`config.mk`:
```
export PLATFORM = sky130hd
export DESIGN_NAME = gate_exerciser
export DESIGN_NICKNAME = d
export VERILOG_FILES = /design/src/rtl/gate_exerciser.sv
export SDC_FILE = /design/constraint.sdc
export NUM_CORES = 1
export LEC_CHECK = 0
export BUFFER_PORTS_ARGS = -buffer_cell sky130_fd_sc_hd__buf_4
export CORE_ASPECT_RATIO = 1.5
export CORE_MARGIN = 5
export CORE_UTILIZATION = 40
export CTS_CLUSTER_SIZE = 16
export DETAILED_ROUTE_END_ITERATION = 16
export SLEW_MARGIN = 20
export SYNTH_ARGS = -nofsm -noshare
export SYNTH_HDL_FRONTEND = slang
export SYNTH_SLANG_ARGS = --single-unit
```
`constraint.sdc`:
```
create_clock -name clk -period 2.3 [get_ports clk]
set_input_delay 0.23 -clock clk [delete_from_list [all_inputs] [get_ports clk]]
set_output_delay 0.23 -clock clk [all_outputs]
set_load 0.005 [all_outputs]
```
`src/rtl/gate_exerciser.sv`:
```
// Drives {A,B} through all four rows, samples dut_y after SETTLE cycles per row, checks against EXPECTED.
// Latency: done pulses 4*SETTLE*PASSES cycles after the start edge; one IDLE cycle separates back-to-back runs.
// Backpressure: none; start is only sampled in IDLE and ignored while busy.
module gate_exerciser #(
  parameter logic [3:0] EXPECTED = 4'b0111,
  parameter int         SETTLE   = 2,
  parameter int         PASSES   = 1
) (
  input  logic       clk,
  input  logic       rst_n,
  input  logic       start,
  output logic       A,
  output logic       B,
  input  logic       dut_y,
  output logic       busy,
  output logic       done,
  output logic       pass,
  output logic [3:0] fail_mask
);

  // A SETTLE of 0 would never sample; clamp into the 1..255 range the 8-bit counter supports.
  localparam int         SETTLE_EFF = (SETTLE < 1) ? 1 : ((SETTLE > 255) ? 255 : SETTLE);
  localparam int         PASSES_EFF = (PASSES < 1) ? 1 : ((PASSES > 15) ? 15 : PASSES);
  localparam logic [7:0] RELOAD     = 8'(SETTLE_EFF - 1);
  localparam logic [3:0] LAST_PASS  = 4'(PASSES_EFF - 1);

  typedef enum logic {
    S_IDLE = 1'b0,
    S_RUN  = 1'b1
  } state_t;

  state_t      state_q, state_d;
  logic [1:0]  ab_q, ab_d;
  logic [1:0]  row_q, row_d;
  logic [3:0]  pcnt_q, pcnt_d;
  logic [7:0]  cnt_q, cnt_d;
  logic        busy_q, busy_d;
  logic        done_q, done_d;
  logic        pass_q, pass_d;
  logic [3:0]  mask_q, mask_d;
  logic [3:0]  mask_upd;

  // Next-state and output decode; the final-row mismatch is folded into mask_upd so pass sees it on the done edge.
  always_comb begin
    state_d  = state_q;
    ab_d     = ab_q;
    row_d    = row_q;
    pcnt_d   = pcnt_q;
    cnt_d    = cnt_q;
    busy_d   = busy_q;
    done_d   = 1'b0;
    pass_d   = pass_q;
    mask_d   = mask_q;
    mask_upd = mask_q;

    case (state_q)
      S_IDLE: begin
        if (start) begin
          state_d = S_RUN;
          ab_d    = 2'b00;
          busy_d  = 1'b1;
          pass_d  = 1'b0;
          mask_d  = 4'b0000;
          cnt_d   = RELOAD;
          row_d   = 2'd0;
          pcnt_d  = 4'd0;
        end
      end
      S_RUN: begin
        if (cnt_q != 8'd0) begin
          cnt_d = cnt_q - 8'd1;
        end else begin
          if (dut_y != EXPECTED[row_q]) begin
            mask_upd = mask_q | (4'b0001 << row_q);
          end
          mask_d = mask_upd;
          if (row_q != 2'd3) begin
            row_d = row_q + 2'd1;
            ab_d  = row_q + 2'd1;
            cnt_d = RELOAD;
          end else if (pcnt_q != LAST_PASS) begin
            pcnt_d = pcnt_q + 4'd1;
            row_d  = 2'd0;
            ab_d   = 2'b00;
            cnt_d  = RELOAD;
          end else begin
            state_d = S_IDLE;
            busy_d  = 1'b0;
            done_d  = 1'b1;
            pass_d  = (mask_upd == 4'b0000);
            ab_d    = 2'b00;
          end
        end
      end
      default: state_d = S_IDLE;
    endcase
  end

  // State register with synchronous active-low reset; reset aborts a run and clears all results.
  always_ff @(posedge clk) begin
    if (!rst_n) begin
      state_q <= S_IDLE;
      ab_q    <= 2'b00;
      row_q   <= 2'd0;
      pcnt_q  <= 4'd0;
      cnt_q   <= 8'd0;
      busy_q  <= 1'b0;
      done_q  <= 1'b0;
      pass_q  <= 1'b0;
      mask_q  <= 4'b0000;
    end else begin
      state_q <= state_d;
      ab_q    <= ab_d;
      row_q   <= row_d;
      pcnt_q  <= pcnt_d;
      cnt_q   <= cnt_d;
      busy_q  <= busy_d;
      done_q  <= done_d;
      pass_q  <= pass_d;
      mask_q  <= mask_d;
    end
  end

  assign A         = ab_q[1];
  assign B         = ab_q[0];
  assign busy      = busy_q;
  assign done      = done_q;
  assign pass      = pass_q;
  assign fail_mask = mask_q;

endmodule

```
==> impl_summary.log, run 1 <==
INFO  metric clk_transition_reported_paths = 0.09 ns
INFO  metric grt_pass1_vias = 995
INFO  metric global_route_wire_length_before_repair = 4478 um
INFO  metric path_cells = inv_1 > ha_1 > nor4bb_4 > a31o_1 > o21ai_0 > a21oi_1
INFO  metric cts_max_path_buffers = 2
INFO  metric final_net_count = 164
INFO  metric post-cts-setup-buffers = 0
INFO  metric htreeDepth = 1
INFO  metric proportion_of_synthesized_chip_area_in_sequential_cells = 0.3906
INFO  metric clock_root_buffer = clkbuf_8
INFO  metric drv_cap = 0
INFO  metric mappedNetlistArea = 1230 um^2
INFO  metric finalInstanceArea = 1405 um^2
INFO  metric worst_ir_drop_vdd = 0.0005316 V
INFO  metric yosys.cell_types.count = 36
INFO  metric post-dp-hpwl = 1963 um
INFO  metric via_per_inst = 5.416
INFO  metric total_power = 1007 uW
INFO  metric min-delay-path-class = in -> reg
INFO  metric layout.filler_cells = 302
INFO  metric async_flop_share = 0
INFO  metric die_w = 55.28 um
INFO  metric drive_gt1_frac = 0.1391
INFO  metric flop_and_latch_count_out_of_synthesis = 24
INFO  metric grt_start_max_net_pins = 15
INFO  metric routed_wl = 2541 um
INFO  metric crit_start = cnt_q[0]
INFO  metric die_height = 77.92 um
INFO  metric critical_path.reg2reg.endpoint = cnt_q[6]
INFO  metric r2r_start = cnt_q[0]
INFO  metric clock_period_minus_worst_slack = 2.052 ns
INFO  metric fp-row-count = 24
INFO  metric placedInstanceArea = 1334 um^2
INFO  metric detail_route.wl_per_cell = 13.37 um
INFO  metric timing.final.max_slew_violations = 0
INFO  metric timing_hold_violations_final = 0
INFO  metric grt_setup_unrepaired = no
INFO  metric critical-path-max-stage-delay = 0.56 ns
INFO  metric final_min_period_over_clock_period = 0.8922
INFO  metric post-route-drc-count = 0
INFO  metric synth.net_count = 152
INFO  metric synthFlopType = dfxtp_1
INFO  metric grt.total_usage = 0.1258
INFO  metric synth_cells = 140
INFO  metric ioPinCount = 13
INFO  metric path_max_fanout = 14
INFO  metric cts_resized = 0
INFO  metric worst_slew_pin_slew = 0.6123 ns
INFO  metric first_pass_iters = 4
INFO  metric worst-r2r-cell-count = 6
INFO  metric numCtsBuffers = 3
INFO  metric clock_latency_on_the_worst_skew_pair = 0.27 ns
INFO  metric drt_iter0_markers = 23
INFO  metric grt_overflow = 0
INFO  metric synthMostInstantiatedCell = dfxtp_1
INFO  metric netlist_top_cells_count = dfxtp_1, a21oi_1, nor2_1
INFO  metric worstPathRequired = 2.50 ns
INFO  metric timing.max_slew.rel_slack = 0.5887
INFO  metric leakage = 0.0005507 uW
INFO  metric stdcell_count = 190
INFO  metric synth.yosys.warnings = 0
INFO  metric areal_power_density_over_the_cells = 716.4 nW/um^2
INFO  metric worst-setup-path-type = reg -> reg
INFO  metric clock.fmax = 487.3 MHz
INFO  metric worst_r2r_setup_slack = 0.25 ns
INFO  metric antenna_found_initial = 0
INFO  metric timing.hold.worst.start = rst_n
INFO  metric core_area = 2943 um^2
INFO  metric floorplan_die_area = 4307 um^2
INFO  metric worstPathArrival = 2.25 ns
INFO  metric critical_path.endpoint_type = flop
INFO  metric hold-path-cell-count = 3
INFO  metric worstPathBufferInverterCount = 1
INFO  metric vias = 1029
INFO  metric synth_edf_count = 0
INFO  metric finalClockSkew = 0.001474 ns
INFO  metric synth_area_leaders = dfxtp_1, ha_1, a21oi_1
INFO  metric synth_top_cell_by_area = dfxtp_1
INFO  metric crit_slowest_cell = nor4bb_4
INFO  metric worstSetupStartpointType = flop
INFO  metric cells_after_dpl = 186
INFO  metric cp_top_family = compound AO/OA/AOI/OAI gates
INFO  metric areaGrowthSynthToFinish = 14.24%
INFO  metric diodes = 0
INFO  metric floorplan.initialDensity = 0.4179
INFO  metric holdBufCountCts = 0
INFO  metric routabilityCongestion = 0.7266
INFO  metric min_to = ab_q[0]
INFO  metric setup-tns-final = 0 ns
INFO  metric cts.sinks = 24
INFO  metric io_buffers = 12
INFO  metric final_antenna_net_count = 0
INFO  metric post_synth.cell_area_avg = 8.785 um^2
INFO  metric result_of_the_run = complete, no violations
INFO  metric portion_of_synthesized_cell_area_occupied_by_the_leading_cell_type = 0.3906
INFO  metric finalSetupViolCount = 0
INFO  metric cts_tree = built
## worst register-to-register path, cell delays in order, from the launching register on
cell	delay [ns]
dfxtp_1	0.34
inv_1	0.10
ha_1	0.21
nor4bb_4	0.56
a31o_1	0.46
o21ai_0	0.17
a21oi_1	0.15
## sequential cells by signal, summed over array words and instances, names as in the netlist
name	flops
row_q	2
ab_q	2
busy	1
pass	1
cnt_q	8
state_q	1
fail_mask	4
done	1
pcnt_q	4
## cell type report
cell class | instances | area (um^2) | share of cell area
Inverter | 11 | 41.29 | 0.02939
Timing Repair Buffer | 12 | 90.09 | 0.06411
Clock inverter | 1 | 30.03 | 0.02137
Multi-Input combinational cell | 100 | 673.1 | 0.4791
Sequential cell | 24 | 480.5 | 0.3419
Tap cell | 39 | 48.80 | 0.03473
Clock buffer | 3 | 41.29 | 0.02939
## logic make-up after synthesis
| group | count (synthesis) | share of synthesized area |
|---|---|---|
| AOI/OAI and AO/OA | 35 | 0.1730 |
| muxes | 1 | 0.008139 |
| adders and majority gates | 8 | 0.08139 |
| and+or+nand+nor | 55 | 0.2777 |
| xor gates and xnor gates | 1 | 0.007122 |
| buffers and inverters | 16 | 0.06205 |
| DFF | 24 | 0.3906 |
## how the worst max path moves through the flow
stage / endpoint / slack [ns] / cells after the start
floorplan: cnt_q[3] / 0.49 / 7
finish: cnt_q[6] / 0.25 / 6
global route: cnt_q[6] / 0.03 / 6
detailed placement: cnt_q[5] / 0.31 / 6
global placement: cnt_q[3] / 0.40 / 5
CTS: cnt_q[6] / 0.26 / 6
## report_power, final
group          switching [uW]  internal, uW
Combinational            98.1          68.6
Sequential               28.3           438
Clock                     141           233
Total                     267           739
## metal layers
metal / share of wire / track usage
met5: 0 / 0
met4: 0.018 / 0.05109
met3: 0.019 / 0.01495
met2: 0.53 / 0.2310
met1: 0.43 / 0.1452
## layout by cell type, fill, tap and decap left out, types with 3 or more instances in the layout
| cell | n |
|---|---|
| buf_4 | 12 |
| a21oi_1 | 15 |
| clkbuf_8 | 3 |
| nand2_1 | 10 |
| nand3_1 | 8 |
| o21ai_0 | 6 |
| nor2_1 | 14 |
| a211oi_1 | 3 |
| or3_1 | 7 |
| dfxtp_1 | 24 |
| a31oi_1 | 3 |
| ha_1 | 8 |
| nor3_1 | 3 |
| nand4_1 | 3 |
| inv_1 | 11 |
## stage by stage
step	util	hold slack [ns]	setup slack [ns]
floorplan	-	0.4167	0.4944
global placement	0.4532	0.4445	0.3955
detailed placement	0.4532	0.4490	0.3136
CTS	0.4775	0.2738	0.2610
global route	0.4775	0.2818	0.03445
finish	0.4775	0.2753	0.2479
No activity file was read; power rests on OpenSTA's default activity.
==> run 2, diff against run 1 <==
--- a/config.mk
+++ b/config.mk
@@ -8,9 +8,10 @@
 export BUFFER_PORTS_ARGS = -buffer_cell sky130_fd_sc_hd__buf_4
 export CORE_ASPECT_RATIO = 1.5
 export CORE_MARGIN = 5
-export CORE_UTILIZATION = 40
+export CORE_UTILIZATION = 56
 export CTS_CLUSTER_SIZE = 16
 export DETAILED_ROUTE_END_ITERATION = 16
+export PLACE_DENSITY = 0.76
 export SLEW_MARGIN = 20
 export SYNTH_ARGS = -nofsm -noshare
 export SYNTH_HDL_FRONTEND = slang
==> run 2 against run 1 <==
  * Total power down 18%
  * Critical path type unchanged
  * Largest power group unchanged
  * Critical path depth unchanged
  * Highest routed layer unchanged
  * Via count up 4.3%
  * Setup slack better by 0.044 ns
  * Final area down 5.0%
==> impl_summary.log, run 2 (synthesis gave the netlist of run 1 again) <==
INFO  metric result_of_the_run = complete, no violations
INFO  metric vias = 1073 (+4.3%)
INFO  metric diodes = 0 (unchanged)
INFO  metric holdBufCountCts = 0 (unchanged)
INFO  metric timing.final.max_slew_violations = 0 (unchanged)
INFO  metric timing_hold_violations_final = 0 (unchanged)
INFO  metric clock_root_buffer = clkbuf_4
INFO  metric clock_period_minus_worst_slack = 2.008 ns (-0.04389 ns)
INFO  metric timing.max_slew.rel_slack = 0.5794 (-0.009259)
INFO  metric leakage = 0.0005288 uW (-4.0%)
INFO  metric stdcell_count = 172 (-9.5%)
INFO  metric worst-setup-path-type = reg -> reg
INFO  metric critical_path.endpoint_type = flop
INFO  metric layout.filler_cells = 200 (-34%)
INFO  metric layout.area.seq = 480.5 um^2 (unchanged)
INFO  metric worst_slew_pin_slew = 0.6261 ns (+0.01379 ns)
INFO  metric cell_internal_pwr = 568.3 uW (-23%)
INFO  metric routabilityCongestion = 0.8074 (+11%)
INFO  metric die_height = 67.40 um (-14%)
INFO  metric multiInputGateArea = 673.1 um^2 (unchanged)
INFO  metric min-delay-path-class = in -> reg
INFO  metric drt_iter0_markers = 30 (+30%)
INFO  metric path_max_fanout = 14 (unchanged)
INFO  metric core_area = 2077 um^2 (-29%)
INFO  metric first_pass_iters = 4 (unchanged)
INFO  metric grt.total_usage = 0.1751 (+0.04924)
INFO  metric largest_register_ffs = 8 (unchanged)
INFO  metric finalClockSkew = 0.007468 ns (+0.005994 ns)
INFO  metric clock_latency_on_the_worst_skew_pair = 0.32 ns (+0.05 ns)
INFO  metric ioPinCount = 13 (unchanged)
INFO  metric floorplan_die_area = 3253 um^2 (-24%)
INFO  metric grt_setup_unrepaired = no
INFO  metric finalSetupViolCount = 0 (unchanged)
INFO  metric cts_resized = 0 (unchanged)
INFO  metric numCtsBuffers = 3 (unchanged)
INFO  metric worst_ir_drop_vdd = 0.0004626 V (-13%)
INFO  metric antenna_found_initial = 0 (unchanged)
INFO  metric grt_start_max_net_pins = 15 (unchanged)
INFO  metric post-route-drc-count = 0 (unchanged)
INFO  metric worst_hold_slack_across_all_endpoints = 0.2302 ns (-0.04512 ns)
INFO  metric grt_pass1_vias = 1030 (+3.5%)
INFO  metric sequentialPowerShare = 0.569 (+0.106)
INFO  metric via_per_inst = 6.238 (+15%)
INFO  metric final_antenna_net_count = 0 (unchanged)
INFO  metric drv_cap = 0 (unchanged)
INFO  metric areaGrowthSynthToFinish = 8.545%
INFO  metric floorplan.initialDensity = 0.5922 (+0.1742)
INFO  metric setup-tns-final = 0 ns (unchanged)
INFO  metric largest-register = cnt_q
INFO  metric post-cts-setup-buffers = 0 (unchanged)
INFO  metric die_w = 48.27 um (-13%)
INFO  metric grt_overflow = 0 (unchanged)
INFO  metric htreeDepth = 1 (unchanged)
INFO  metric fp-row-count = 20 (-17%)
INFO  metric p_sw = 252.8 uW (-5.4%)
INFO  metric io_buffers = 12 (unchanged)
INFO  metric power_frac_comb = 0.204 (+0.038)
INFO  metric post-dp-hpwl = 1911 um (-2.6%)
INFO  metric areal_power_density_over_the_cells = 615.0 nW/um^2 (-14%)
INFO  metric clock_power_share = 0.227 (-0.144)
INFO  metric clk_transition_reported_paths = 0.13 ns (+0.04 ns)
INFO  metric layout.cells.most_common_list = dfxtp_1, a21oi_1, nor2_1
INFO  metric total_power = 821.1 uW (-18%)
INFO  metric clock.fmax = 498.0 MHz (+2.2%)
INFO  metric cts_max_path_buffers = 2 (unchanged)
INFO  metric cts_tree = built
INFO  metric global_route_wire_length_before_repair = 4064 um (-9.2%)
INFO  metric worstSetupStartpointType = flop
INFO  metric worstPathRequired = 2.55 ns (+0.05 ns)
INFO  metric detail_route.wl_per_cell = 14.42 um (+7.8%)
INFO  metric routed_wl = 2480 um (-2.4%)
INFO  metric drive_gt1_frac = 0.1333 (-0.005740)
INFO  metric final_net_count = 164 (unchanged)
INFO  metric cts.sinks = 24 (unchanged)
INFO  metric swShare = 0.3079 (+0.04249)
INFO  metric final_min_period_over_clock_period = 0.8731 (-0.01908)
INFO  metric layout.cells.most_common = dfxtp_1
INFO  metric worstPathArrival = 2.26 ns (about the same)
INFO  metric cells_after_dpl = 169 (-9.1%)
run 2: path summary, 6_finish.rpt:
check	to	cells past startpoint	slack, ns	from
max	cnt_q[4]	6	0.29	cnt_q[0]
min	pass	2	0.23	rst_n
max reg2reg	cnt_q[4]	6	0.29	cnt_q[0]
min reg2reg	busy	2	0.47	busy
run 2: power groups by stage:
stage | registers (uW) | logic, uW | clock network, uW
global route | 470 | 191 | 208
CTS | 467 | 167 | 187
finish | 467 | 167 | 186
floorplan | 471 | 142 | 0
global placement | 475 | 160 | 0
detailed placement | 476 | 166 | 0
run 2: per-stage QoR:
step | utilization | worst slack [ns] | area [um^2]
2_1_floorplan | - | 0.4944 | 1230
3_3_place_gp | 0.6319 | 0.4023 | 1313
3_5_place_dp | 0.6319 | 0.3239 | 1313
4_1_cts | 0.6428 | 0.3057 | 1335
5_1_grt | 0.6428 | 0.05507 | 1335
6_report | 0.6428 | 0.2918 | 1335
run 2: layout make-up:
type | count | area share
multi-input combinational | 100 | 0.5042
clock buffer | 3 | 0.01687
inverter | 11 | 0.03093
tap | 22 | 0.02062
sequential | 24 | 0.3599
timing repair buffer | 12 | 0.06748
run 2: worst max-delay path, stage by stage, from the launching register on:
cell and delay (ns):
dfxtp_1 0.35, inv_1 0.10, ha_1 0.19, nor4bb_4 0.53, a31o_1 0.47, o21ai_0 0.16
a21oi_1 0.14
run 2: routing by layer:
metal | GRT usage | routed length [um] | part of all wire | up-vias
li1 | - | - | - | 530
met1 | 0.1694 | 997 | 0.40 | 520
met2 | 0.3186 | 1329 | 0.54 | 16
met3 | 0.03200 | 87 | 0.035 | 7
met4 | 0.1010 | 65 | 0.026 | 0
met5 | 0 | 0 | 0 | -
